### config.mk
export PLATFORM = sky130hd
export DESIGN_NAME = sync_gs_receiver
export DESIGN_NICKNAME = d
export VERILOG_FILES = /design/src/rtl/sync_gs_receiver.sv
export SDC_FILE = /design/constraint.sdc
export NUM_CORES = 2
export LEC_CHECK = 0
export CORE_MARGIN = 3
export CORE_UTILIZATION = 30
export DETAILED_ROUTE_END_ITERATION = 8
export GPL_TIMING_DRIVEN = 0
export RECOVER_POWER = 50
export SETUP_SLACK_MARGIN = 0.4
export SYNTH_ARGS = -nofsm -noshare
export SYNTH_HDL_FRONTEND = slang
export SYNTH_SLANG_ARGS = --single-unit
### constraint.sdc
create_clock -name clk -period 134.1 [get_ports clk]
set_clock_uncertainty 0.1 [all_clocks]
set_input_delay 20.115 -clock clk [delete_from_list [all_inputs] [get_ports clk]]
set_output_delay 20.115 -clock clk [all_outputs]
set_load 0.005 [all_outputs]
### src/rtl/sync_gs_receiver.sv
// Responder for the grayscale serial link: shifts SIN on SCLK edges, decodes the
// LAT width into WRTGS/LATGS commands, and exposes the GS2 display bank on a read port.
module sync_gs_receiver #(
  parameter int NB_LEDS_PER_GROUP = 16,
  parameter int SR_WIDTH          = 48,
  parameter int FRAME_CNT_WIDTH   = 8,
  localparam int IDX_W            = $clog2(NB_LEDS_PER_GROUP)
) (
  input  logic                       clk,
  input  logic                       rst,
  input  logic                       SCLK,
  input  logic                       SIN,
  input  logic                       LAT,
  input  logic [IDX_W-1:0]           rd_idx,
  output logic [SR_WIDTH-1:0]        rd_data,
  output logic [IDX_W-1:0]           wr_ptr,
  output logic                       wrtgs_pulse,
  output logic                       latgs_pulse,
  output logic                       cmd_err,
  output logic [FRAME_CNT_WIDTH-1:0] frame_cnt
);

  logic                prev_sclk;
  logic                prev_lat;
  logic [SR_WIDTH-1:0] sr;
  logic [2:0]          lat_cnt;

  logic                posedge_sclk;
  logic                lat_fall;
  logic [SR_WIDTH-1:0] sr_shifted;
  logic [SR_WIDTH-1:0] word;
  logic                do_wrtgs;
  logic                do_latgs;
  logic                do_err;

  logic [SR_WIDTH-1:0] gs2_words [NB_LEDS_PER_GROUP];

  always_comb begin
    posedge_sclk = SCLK & ~prev_sclk;
    lat_fall     = ~LAT & prev_lat;
    sr_shifted   = {sr[SR_WIDTH-2:0], SIN};
    // A shift landing on the decode cycle belongs to the word being written.
    word         = posedge_sclk ? sr_shifted : sr;
    do_wrtgs     = lat_fall && (lat_cnt == 3'd1);
    do_latgs     = lat_fall && (lat_cnt == 3'd3);
    do_err       = lat_fall && (lat_cnt != 3'd0) && !do_wrtgs && !do_latgs;
  end

  always_ff @(posedge clk or posedge rst) begin
    if (rst) begin
      prev_sclk   <= 1'b0;
      prev_lat    <= 1'b0;
      sr          <= '0;
      lat_cnt     <= 3'd0;
      wr_ptr      <= '0;
      frame_cnt   <= '0;
      wrtgs_pulse <= 1'b0;
      latgs_pulse <= 1'b0;
      cmd_err     <= 1'b0;
    end else begin
      prev_sclk   <= SCLK;
      prev_lat    <= LAT;
      wrtgs_pulse <= do_wrtgs;
      latgs_pulse <= do_latgs;
      cmd_err     <= do_err;
      if (posedge_sclk) sr <= sr_shifted;
      if (lat_fall) begin
        lat_cnt <= 3'd0;
      end else if (posedge_sclk && LAT && (lat_cnt != 3'd7)) begin
        lat_cnt <= lat_cnt + 3'd1;
      end
      if (do_wrtgs) begin
        wr_ptr <= wr_ptr + 1'b1;
      end else if (do_latgs) begin
        wr_ptr <= '0;
      end
      if (do_latgs) frame_cnt <= frame_cnt + 1'b1;
    end
  end

  // Per-slot GS1/GS2 storage; the slot under wr_ptr takes the new word directly on LATGS.
  for (genvar gi = 0; gi < NB_LEDS_PER_GROUP; gi++) begin : g_slot
    logic [SR_WIDTH-1:0] gs1_reg;
    logic [SR_WIDTH-1:0] gs2_reg;
    logic                hit;

    assign hit           = (wr_ptr == IDX_W'(gi));
    assign gs2_words[gi] = gs2_reg;

    always_ff @(posedge clk or posedge rst) begin
      if (rst) begin
        gs1_reg <= '0;
        gs2_reg <= '0;
      end else begin
        if ((do_wrtgs || do_latgs) && hit) gs1_reg <= word;
        if (do_latgs) gs2_reg <= hit ? word : gs1_reg;
      end
    end
  end

  assign rd_data = gs2_words[rd_idx];

endmodule

==> results.md <==
* Seq/Total Area, Yosys at 52.4%
* Max Slew Vio Count at 1432
* Worst path arrival time at 24.42 ns
* RSZ-0062 raised after global routing: false
* Worst-Skew Late Latency at 0.85 ns
* Gr ovfl total at 0
* CP Capture Type: primary output
* Outcome: finished with violations
* Die ar. at between 200000 and 300000 um2
* Resize count post-CTS at 0
* Sum Neg Setup Slack at 0 ns
* Violated checks: capacitance limit, slew limit
* VDD IR max at 0.0106 mV
* CTS tree: built
* CTS Sinks at 1604
* Vias in the first global route at roughly 63k
* Max-cap violations at 18
* Syn Area/Cell at 11.2 um2
* DRC errors left at 0
* Core area at 253000 um2
* Initial core utilization at ~30%
* Setup crit start kind: primary input
* Clk buf depth at 3
* CTS buffer count at 178
* Post-synth EDFFs at 0
* Min-Delay Path Class: flip-flop to flip-flop
* First-pass GRT wire length at 446000 um
* Hold path startpoint: frame_cnt[7]$_DFFE_PP0P_
* Number of vias per cell at 5.90
* Die X at 511 um
* YS warnings at 0
* FMAX at roughly 22 MHz
* Placer Congestion at 0.933
* Total GRT Usage at 23.0%
* CP Class: primary input to primary output
* Die H at between 500 and 600 um
* Proportion of layout cells with a drive suffix above 1 at 20.2%
* Util after Layout at 34.6%
* Port Buffers at 69
* Crit-path max FO at 10
* Mapped Area at 76700 um2
* Min Tclk post-route at 44.63 ns
* Post-Syn Instances at 6820
* Layout fillers at between 20k and 30k
* I/O pins at 72
* Pwr/cell area at 14.3 nW/um2
* Start of the worst register-to-register path: wr_ptr[0]$_DFFE_PP0P_
* DR iter-0 viols at 7557
* H-tree levels at 4
* Top_reg_cell synth: dfrtp_1
* Async SR Flop Fraction at 100%
* Buffers inserted by post-CTS timing repair at 0
* Leakage at 38.6 nW
* Post-route ant nets at 0
* Largest net degree at the start of global routing at 130
* Final hold vios at 0
* Hold-fix buffers at CTS at 0
* Clock Pin Slew Worst Setup and Hold Paths at 0.05 ns
* Drt wl/cell at between 20 and 30 um
* Critical path origin: rd_idx[2]
* Clock Root Buffer: clkbuf_16
* Via count at 62.5k
* Synthesized flop and latch total at 1604
* Critical Path RT at 113.88 ns
* Row count at around 180
* Initial antenna violation count at 25
* Syn_nets at between 6k and 7k
* Drt total wl at 310000 um
* Least-Margin Pin Slew at ~6.9 ns
* Number of iterations in the first detailed-routing pass at 8
* Area grow syn2layout at 14.0%
* Final setup fails at 0
* HPWL after DPL at 220000 um
* Worst relative slew slack at -363%
* Nets at 7103
* Tcrit/Tclk final at 33.3%
* Synth cell types at 41
## critical path, cell delays in order
cell	delay, ns
clkdlybuf4s50_1	0.50
nor2_1	0.23
clkbuf_1	1.08
clkbuf_1	1.12
a22oi_1	0.50
nand2_1	0.31
clkdlybuf4s50_1	0.54
## worst paths after layout
path | to | slack [ns] | cells after the start
min reg2reg | frame_cnt[7]$_DFFE_PP0P_ | 0.37 | 1
max | rd_data[39] | 89.47 | 7
max in group asynchronous | g_slot[2].gs2_reg[24]$_DFFE_PP0P_ | 97.98 | 5
min | frame_cnt[7]$_DFFE_PP0P_ | 0.37 | 1
min in group asynchronous | g_slot[12].gs1_reg[43]$_DFFE_PP0P_ | 20.33 | 2
max reg2reg | g_slot[2].gs1_reg[15]$_DFFE_PP0P_ | 129.28 | 8
## routing by layer
metal  vias to the layer above  global-route usage (%)  wire length, um
met4                        10                    11.4            16600
met3                       873                    7.50            34900
met5                         -                       0               60
li1                      25410                       -                -
met1                     32279                    29.8           123000
met2                      3898                    34.5           135000
## synth_stat cells, drive strengths merged (9+ instances only)
| cell type | instances | share of area [%] |
|---|---|---|
| nor2 | 770 | 3.8 |
| a211oi | 769 | 7.5 |
| o31ai | 768 | 7.5 |
| nand3b | 9 | 0.10 |
| mux2 | 771 | 11 |
| a21oi | 16 | 0.17 |
| ha | 10 | 0.16 |
| clkbuf | 490 | 2.4 |
| dfrtp | 1604 | 52 |
| a21o | 49 | 0.50 |
| nand2 | 826 | 4.0 |
| mux4 | 192 | 5.6 |
| buf | 339 | 2.4 |
| and3b | 56 | 0.64 |
| a22oi | 96 | 0.94 |
## power breakdown
| group | total (mW) | switching [mW] | internal, mW |
|---|---|---|---|
| Sequential | 0.524 | 0.0153 | 0.508 |
| Combinational | 0.222 | 0.160 | 0.0618 |
| Clock | 0.502 | 0.217 | 0.286 |
| Total | 1.25 | 0.392 | 0.856 |
## placed cells by master, fill, tap and decap left out, types with 34 or more instances in the layout
cell type,instances
nand2_1,826
nor2_1,770
dfrtp_1,1604
mux4_2,192
o31ai_1,768
clkdlybuf4s50_1,55
buf_2,194
and3b_1,56
clkbuf_16,179
a21o_1,43
mux2_2,743
a211oi_1,769
clkbuf_1,631
clkinv_2,35
a22oi_1,96
clkbuf_8,34
## kinds of logic (layout without fill, tap and decap cells)
logic type / Yosys count / after routing / share of synthesized area (%)
buffers and inverters: 837 / 1245 / 4.84
adder cells (fa/ha/maj): 10 / 10 / 0.163
XOR/XNOR: 8 / 8 / 0.0914
AO/OA/AOI/OAI: 1702 / 1702 / 16.7
other: 0 / 15 / 0
flip-flops: 1604 / 1604 / 52.4
AND/OR/NAND/NOR: 1694 / 1694 / 8.85
multiplexers: 965 / 965 / 17.0
## through the flow
stage                     area, um2  setup WS (ns)  hold WS (ns)  std cells  power [mW]
after floorplan               76700          68.62         0.343       6820       0.660
after global placement        81500          50.26         0.354      10237       0.745
after detailed placement      81900          89.70         0.360      10252       0.748
after CTS                     87800          89.70         0.374      10576        1.24
after global routing          87300          89.61         0.388      10578        1.29
final                         87400          89.47         0.372      10591        1.25
## final cells by class
type	count	area [um2]	area share [%]
antenna	15	37.5	0.0430
buffer	829	3500	4.01
inverter	8	31.3	0.0358
clock inverter	68	797	0.912
sequential	1604	40100	46.0
tap	3348	4190	4.80
timing repair buffer	84	806	0.922
clock buffer	256	5110	5.85
multi-input combinational	4379	32700	37.5
(Power assumes the default switching activity.)
